`config.mk`:
```
export PLATFORM = sky130hd
export DESIGN_NAME = led_share_ctrl
export DESIGN_NICKNAME = d
export VERILOG_FILES = /design/src/rtl/led_share_ctrl.sv
export SDC_FILE = /design/constraint.sdc
export NUM_CORES = 1
export LEC_CHECK = 0
export BUFFER_PORTS_ARGS = -buffer_cell sky130_fd_sc_hd__buf_2
export CORE_MARGIN = 4
export CORE_UTILIZATION = 30
export CTS_CLUSTER_SIZE = 20
export DETAILED_ROUTE_END_ITERATION = 10
export PLACE_DENSITY_LB_ADDON = 0.25
export SETUP_SLACK_MARGIN = 0.15
export SYNTH_ARGS = -nofsm -noshare
export SYNTH_HDL_FRONTEND = slang
export SYNTH_SLANG_ARGS = --single-unit
```
`constraint.sdc`:
```
create_clock -name clk_clk -period 3.79 [get_ports clk_clk]
set_clock_uncertainty 0.1 [all_clocks]
set_input_delay 0.379 -clock clk_clk [delete_from_list [all_inputs] [get_ports clk_clk]]
set_output_delay 0.379 -clock clk_clk [all_outputs]
set_load 0.05 [all_outputs]
```
`src/rtl/led_share_ctrl.sv`:
```
// rtl/led_share_ctrl.sv - LED owner arbiter with button debounce, pattern generator and HPS passthrough
module led_share_ctrl #(
    parameter int DEBOUNCE_CYCLES  = 1000000,
    parameter int HEARTBEAT_CYCLES = 25000000,
    parameter int HOLD_CYCLES      = 250000000
) (
    input  logic       clk_clk,
    input  logic       reset_reset,
    input  logic [1:0] button_n,
    input  logic [3:0] dipsw,
    input  logic [7:0] hps_led,
    output logic [7:0] led,
    output logic [1:0] owner,
    output logic [1:0] btn_level,
    output logic [1:0] btn_press
);

    localparam int DB_W   = (DEBOUNCE_CYCLES  > 2) ? $clog2(DEBOUNCE_CYCLES)  : 1;
    localparam int HB_W   = (HEARTBEAT_CYCLES > 2) ? $clog2(HEARTBEAT_CYCLES) : 1;
    localparam int HOLD_W = (HOLD_CYCLES      > 2) ? $clog2(HOLD_CYCLES)      : 1;

    localparam logic [DB_W-1:0]   DB_LAST   = DB_W'(DEBOUNCE_CYCLES - 1);
    localparam logic [HB_W-1:0]   HB_LAST   = HB_W'(HEARTBEAT_CYCLES - 1);
    localparam logic [HOLD_W-1:0] HOLD_LAST = HOLD_W'(HOLD_CYCLES - 1);

    typedef enum logic [1:0] {
        OWN_PATTERN  = 2'b00,
        OWN_HPS      = 2'b01,
        OWN_OVERRIDE = 2'b10
    } owner_t;

    owner_t state, state_next;

    logic [1:0]        sync1, sync2;
    logic [DB_W-1:0]   db_cnt [2];
    logic [HB_W-1:0]   tick_cnt;
    logic              tick;
    logic [7:0]        hps_q;
    logic              act;
    logic [HOLD_W-1:0] idle_cnt;
    logic              hb;
    logic [7:0]        walk;
    logic [7:0]        pat_cnt;
    logic [7:0]        ov;
    logic [7:0]        led_next;
    logic              unused_dipsw;

    assign unused_dipsw = dipsw[2];
    assign owner        = state;
    assign tick         = (tick_cnt == HB_LAST);
    assign act          = (hps_led != hps_q);

    // Two-flop synchronizer; idle level of the buttons is high.
    always_ff @(posedge clk_clk) begin
        if (reset_reset) begin
            sync1 <= 2'b11;
            sync2 <= 2'b11;
        end else begin
            sync1 <= button_n;
            sync2 <= sync1;
        end
    end

    // A level is accepted only after DEBOUNCE_CYCLES consecutive differing cycles.
    always_ff @(posedge clk_clk) begin
        if (reset_reset) begin
            btn_level <= 2'b11;
            btn_press <= 2'b00;
            for (int i = 0; i < 2; i++) db_cnt[i] <= '0;
        end else begin
            for (int i = 0; i < 2; i++) begin
                btn_press[i] <= 1'b0;
                if (sync2[i] == btn_level[i]) begin
                    db_cnt[i] <= '0;
                end else if (db_cnt[i] == DB_LAST) begin
                    btn_level[i] <= sync2[i];
                    btn_press[i] <= ~sync2[i];
                    db_cnt[i]    <= '0;
                end else begin
                    db_cnt[i] <= db_cnt[i] + DB_W'(1);
                end
            end
        end
    end

    always_ff @(posedge clk_clk) begin
        if (reset_reset) begin
            tick_cnt <= '0;
            hb       <= 1'b0;
            walk     <= 8'h01;
            pat_cnt  <= 8'h00;
        end else begin
            tick_cnt <= tick ? '0 : tick_cnt + HB_W'(1);
            if (tick) begin
                hb      <= ~hb;
                walk    <= {walk[6:0], walk[7]};
                pat_cnt <= pat_cnt + 8'd1;
            end
        end
    end

    // Idle counter reloads on every hps_led change, whoever owns the LEDs.
    always_ff @(posedge clk_clk) begin
        if (reset_reset) begin
            hps_q    <= 8'h00;
            idle_cnt <= '0;
        end else begin
            hps_q <= hps_led;
            if (act) begin
                idle_cnt <= HOLD_LAST;
            end else if (idle_cnt != '0) begin
                idle_cnt <= idle_cnt - HOLD_W'(1);
            end
        end
    end

    always_ff @(posedge clk_clk) begin
        if (reset_reset) begin
            state <= OWN_PATTERN;
        end else begin
            state <= state_next;
        end
    end

    always_comb begin
        state_next = state;
        if (dipsw[3]) begin
            state_next = OWN_HPS;
        end else begin
            case (state)
                OWN_PATTERN: begin
                    if (btn_press[0]) state_next = OWN_OVERRIDE;
                    else if (act)     state_next = OWN_HPS;
                end
                OWN_HPS: begin
                    if (btn_press[0])                  state_next = OWN_OVERRIDE;
                    else if (idle_cnt == '0 && !act)   state_next = OWN_PATTERN;
                end
                OWN_OVERRIDE: begin
                    if (btn_press[0]) state_next = OWN_PATTERN;
                end
                default: state_next = OWN_PATTERN;
            endcase
        end
    end

    always_ff @(posedge clk_clk) begin
        if (reset_reset) begin
            ov <= 8'h00;
        end else if (state == OWN_OVERRIDE && btn_press[1]) begin
            ov <= ov + 8'd1;
        end
    end

    always_comb begin
        led_next = 8'h00;
        case (state)
            OWN_PATTERN: begin
                case (dipsw[1:0])
                    2'b00:   led_next = {7'b0, hb};
                    2'b01:   led_next = walk;
                    2'b10:   led_next = pat_cnt;
                    default: led_next = 8'h00;
                endcase
            end
            OWN_HPS:      led_next = hps_led;
            OWN_OVERRIDE: led_next = ov;
            default:      led_next = 8'h00;
        endcase
    end

    always_ff @(posedge clk_clk) begin
        if (reset_reset) begin
            led <= 8'h00;
        end else begin
            led <= led_next;
        end
    end

endmodule
```
==> out/metrics.csv, run 1 <==
metric,value,unit
outcome,"complete, no violations",
path_class,reg -> reg,
crit_chain,or4_4 > or4_4 > or4_1 > a211oi_2 > nor3_2,
crit_path_start_kind,flop,
synth.distinct_cells,57,
postRouteAntennaNets,0,
worst_slew_margin_rel,0.310,
synth_edf_count,40,
syn_avg_cell_area,9.41,um^2
area_growth,17.8,%
cts-hold-fix-buffers,0,
fillers,2222,
cts_setup_buffers,0,
portBuffers,28,
synth_area,6730,um^2
grt-ovfl-total,0,
rsz0062_at_grt,false,
crit_fanout,10,
maxCapViolations,0,
holdPathEnd,sync1[0],
cts_tree,yes,
crit_top_cell,or4_4,
worstMarginPinSlew,1020,ps
yosys.area.top_type,dfxtp_1,
hold_start,button_n[0],
design.die.area,24900,um^2
fin_setup_tns,0,ps
synthArstFlopShare,0,
core,22000,um^2
rows,54,
synthTopCellsByCount,"dfxtp_1, nor2_1, nand2_1",
root_buffer,clkbuf_16,
drt_iter0_markers,349,
syn_inst,715,
clk_pin_slew,60,ps
post-route-min-period,2730,ps
power.density,441,nW/um^2
clock_path_buffers,2,
synth_area_leaders,"dfxtp_1, edfxtp_1, xor2_1, nor2_1, xnor2_1",
drv_slew,0,
drc_errors,0,
rrSetupSlack,1060,ps
hold_path.class,in -> reg,
grt_pass1_vias,4854,
dominantRegCellSynth,dfxtp_1,
max_freq,0.366,GHz
path_delay_family,simple AND/OR/NAND/NOR gates,
diodes,0,
totalWireLength,14400,um
finalSetupViolCount,0,
ys_warn_count,0,
clock_sinks,144,
hpwl,9950,um
fin_nets,805,
antenna_found_initial,0,
dieHeight,158,um
start_util,0.306,
seq_area_frac_synth,0.488,
endpoint_kind,flop,
post_cts_resized,0,
die_w,158,um
reg2reg_from,idle_cnt[17],
grt_pass1_wl,24400,um
grt_max_degree,53,
wl_per_cell,13.4,um
ys_ff_latch,144,
r2r_cells,5,
finalCritPeriodShare,0.720,
slowest_delay,730,ps
clk_latency,420,ps
peakVddDrop,0.000215,V
crit_arrival,2920,ps
yosysTopAreaCellShare,0.309,
synthMostInstantiatedCell,dfxtp_1,
ios,30,
dp.cells,1044,
path_buf_inv,0,
grt_use_total,0.122,
cp.required,3980,ps
leakage,2.81,nW
vias,5162,
cts.htree.levels,4,
first_pass_iters,4,
cts_buffers,17,
hold_viol,0,
final_cells,1076,
drive_gt1_frac,0.107,
avgViaCountPerCell,4.80,
gp_congestion,0.756,
crit_path_top_delay_cell,or4_1,
min_path_cells,2,
r2r_end,idle_cnt[2],
==> metrics by stage <==
step           area, um^2  utilization  setup slack [ps]  power, mW  hold slack, ps
2_1_floorplan        6870            -              1330       1.80             289
3_3_place_gp         7340        0.334              1070       1.85             294
3_5_place_dp         7340        0.334              1050       1.85             297
4_1_cts              7930        0.361              1030       3.55            26.5
5_1_grt              7930        0.361               887       3.65            50.0
6_report             7930        0.361              1060       3.50            44.9
==> power breakdown <==
group          total (mW)  switching [mW]  internal (mW)  leakage, nW
Combinational       0.156           0.101         0.0553         1.27
Clock                1.68           0.632           1.05        0.278
Sequential           1.66          0.0394           1.63         1.26
==> routing by layer <==
metal	vias to the layer above	share of wire	global-route usage
met5	-	0	0
met4	0	0.017	0.0459
met3	17	0.030	0.0268
met2	60	0.45	0.187
met1	2421	0.50	0.167
li1	2664	-	-
==> how the worst max path moves through the flow <==
| stage | startpoint | endpoint | cells past startpoint |
|---|---|---|---|
| 2_1_floorplan | idle_cnt[17] | idle_cnt[2] | 6 |
| 3_3_place_gp | idle_cnt[17] | idle_cnt[12] | 5 |
| 3_5_place_dp | idle_cnt[17] | idle_cnt[12] | 5 |
| 4_1_cts | idle_cnt[17] | idle_cnt[12] | 5 |
| 5_1_grt | tick_cnt[15] | tick_cnt[17] | 7 |
| 6_report | idle_cnt[17] | idle_cnt[2] | 5 |
==> flip-flops by register name, indices dropped and copies added (netlist names), 8 cells and up <==
name,flops
ov,8
hps_q,8
pat_cnt,8
db_cnt,40
tick_cnt,25
idle_cnt,28
walk,8
led,8
==> cell usage in the layout, fill, tap and decap left out, types with 9 or more instances in the layout <==
master,synthesis,layout
o31ai_1,10,10
buf_4,2,11
or3_1,12,12
or4_1,17,17
nand3_1,35,35
and3_1,15,15
edfxtp_1,40,40
conb_1,1,40
nand2_1,54,54
inv_1,12,12
buf_2,1,28
mux2i_1,9,9
xor2_1,46,46
dfxtp_1,104,104
xnor2_1,34,34
nor2_1,98,98
nor3_1,15,15
nand4_1,20,20
a21oi_1,32,32
and2_1,10,10
nor4_1,16,16
a31oi_1,11,11
nor2b_1,13,13
clkbuf_16,0,17
==> worst register-to-register path, stage by stage, from the launching register on <==
cell and delay, ps:
dfxtp_1 340, or4_4 560, or4_4 490, or4_1 730, a211oi_2 310, nor3_2 60
==> area by class of cell <==
| cell class | instances | area, um^2 | share of cell area |
|---|---|---|---|
| clock inverters | 11 | 139 | 0.0175 |
| inverters | 14 | 52.6 | 0.00663 |
| repair buffers | 39 | 223 | 0.0281 |
| well taps | 280 | 350 | 0.0442 |
| clock buffers | 21 | 450 | 0.0568 |
| flip-flops and latches | 144 | 3280 | 0.414 |
| multi-input cells | 567 | 3430 | 0.433 |
==> cell families after synthesis <==
group / share of synthesized area
other: 0.000557
buffers and inverters: 0.0253
and+or+nand+nor: 0.266
muxes: 0.0167
AOI/OAI and AO/OA: 0.0883
xor gates and xnor gates: 0.104
DFF: 0.488
adders and majority gates: 0.0112
(Power assumes the default switching activity.)
==> run 2: changes to the inputs <==
==> constraint.sdc (replaced) <==
create_clock -name clk_clk -period 2.7 [get_ports clk_clk]
set_clock_uncertainty 0.1 [all_clocks]
set_input_delay 0.27 -clock clk_clk [delete_from_list [all_inputs] [get_ports clk_clk]]
set_output_delay 0.27 -clock clk_clk [all_outputs]
set_load 0.05 [all_outputs]
==> out/metrics.csv, run 2 (same netlist as run 1, synthesis figures left out) <==
metric,value,unit,change
grt-ovfl-total,0,,unchanged
cts_buffers,17,,unchanged
largest_register_ffs,40,,unchanged
core,22000,um^2,unchanged
power.density,614,nW/um^2,+39%
grt_max_degree,48,,-9.4%
outcome,"complete, no violations",,
endpoint_kind,flop,,
worst_slew_margin_rel,0.559,,+0.248
design.die.area,24900,um^2,unchanged
hold_path.class,in -> reg,,
crit_fanout,6,,-4
first_pass_iters,4,,unchanged
reg_top3,"db_cnt x40, idle_cnt x28, tick_cnt x25",,
clk_latency,420,ps,about the same
dr_wl_met2,6520,um,about the same
die_w,158,um,unchanged
drive_gt1_frac,0.128,,+0.0216
final_cells,1098,,+2.0%
diodes,0,,unchanged
postRouteAntennaNets,0,,unchanged
start_util,0.306,,unchanged
maxCapViolations,0,,unchanged
ios,30,,unchanged
leakage,2.95,nW,+5.0%
p_sw,1.07,mW,+39%
rsz0062_at_grt,false,,
rows,54,,unchanged
area_growth,21.7,%,
register_area,3280,um^2,unchanged
gp_congestion,0.756,,about the same
clock_path_buffers,2,,unchanged
crit_path_start_kind,flop,,
path_class,reg -> reg,,
crit_chain,or4_4 > or4_4 > or3_4 > or4_1 > a31oi_1,,
finalCritPeriodShare,0.921,,+0.200
root_buffer,clkbuf_16,,
crit_top_cell,or4_4,,
pwr-share-seq,0.465,,-0.011
design_area,8190,um^2,+3.3%
slowest_delay,540,ps,-190 ps
p_total,5.03,mW,+44%
crit_path_top_delay_cell,or4_4,,
dieHeight,158,um,unchanged
p_sw_frac,0.214,,-0.00718
clock_sinks,144,,unchanged
pwr-share-comb,0.047,,+0.002
route.met3.wl,376,um,-14%
totalWireLength,14600,um,+1.3%
grt_pass1_vias,4909,,+1.1%
drt-met1-wl,7500,um,+4.2%
drt_iter0_markers,298,,-15%
vias,5208,,+0.89%
portBuffers,28,,unchanged
path_delay_family,simple AND/OR/NAND/NOR gates,,
clk_pin_slew,60,ps,about the same
fin_setup_tns,0,ps,unchanged
regMostFlops,db_cnt,,
grt_use_total,0.121,,-0.000709
path_buf_inv,0,,unchanged
fillers,2215,,-0.32%
drv_slew,0,,unchanged
crit_arrival,2730,ps,-190 ps
max_freq,0.402,GHz,+9.8%
clock_power_share,0.489,,+0.009
place_area,7460,um^2,+1.6%
avgViaCountPerCell,4.74,,-1.1%
finalSetupViolCount,0,,unchanged
worstMarginPinSlew,659,ps,-365 ps
hpwl,10100,um,+1.5%
dr.max_layer_used,met4,,
post-route-min-period,2490,ps,-245 ps
grt_pass1_wl,24300,um,-0.42%
peakVddDrop,0.000397,V,+85%
cp.required,2950,ps,-1030 ps
power.internal,3.95,mW,+45%
dp.cells,1058,,+1.3%
antenna_found_initial,0,,unchanged
multiInputGateArea,3440,um^2,+0.29%
cts.htree.levels,4,,unchanged
mostFrequentLayoutCell,dfxtp_1,,
final_cell_mix,"dfxtp_1, nor2_1, nand2_1",,
hold_viol,0,,unchanged
wl_per_cell,13.3,um,-0.70%
fin_nets,827,,+2.7%
hold_slack,33.0,ps,-12.0 ps
drc_errors,0,,unchanged
cts_tree,yes,,
## run 2: final timing paths
path / slack [ps] / cells after the start / endpoint / startpoint
max: 210 / 5 / idle_cnt[25] / idle_cnt[19]
min: 30 / 2 / hps_q[6] / hps_led[6]
max reg2reg: 210 / 5 / idle_cnt[25] / idle_cnt[19]
min reg2reg: 310 / 1 / sync2[1] / sync1[1]
## run 2: power groups by stage
stage | Clock (mW) | Sequential, mW | Combinational [mW]
2_1_floorplan | 0 | 2.39 | 0.136
3_3_place_gp | 0 | 2.38 | 0.227
3_5_place_dp | 0 | 2.38 | 0.228
4_1_cts | 2.52 | 2.34 | 0.236
5_1_grt | 2.62 | 2.35 | 0.262
6_report | 2.46 | 2.34 | 0.234
## run 2: final cells by class
class                           instances  share of cell area
Inverter                               14             0.00642
Timing Repair Buffer                   61              0.0529
Multi-Input combinational cell        567               0.420
Clock inverter                          8              0.0153
Clock buffer                           24              0.0614
Sequential cell                       144               0.401
Tap cell                              280              0.0428
## run 2: layer usage
metal,track usage,vias up
met5,0,-
met2,0.187,55
li1,-,2728
met1,0.167,2414
met4,0.0406,0
met3,0.0271,11
## run 2: repair_timing
item / in CTS / in global routing
pin swaps: 0 / 2
gates resized for setup: 1 / 1
hold buffers: 6 / 0
endpoints found under the hold margin: 6 / 0
gates cloned: 0 / 1
setup buffers: 0 / 1
endpoints found under the setup margin: 6 / 3
## run 2: per-stage QoR
stage / utilization / setup slack [ps]
floorplan: - / 238
global placement: 0.340 / 132
detailed placement: 0.340 / 128
CTS: 0.371 / 197
global route: 0.373 / 156
finish: 0.373 / 215
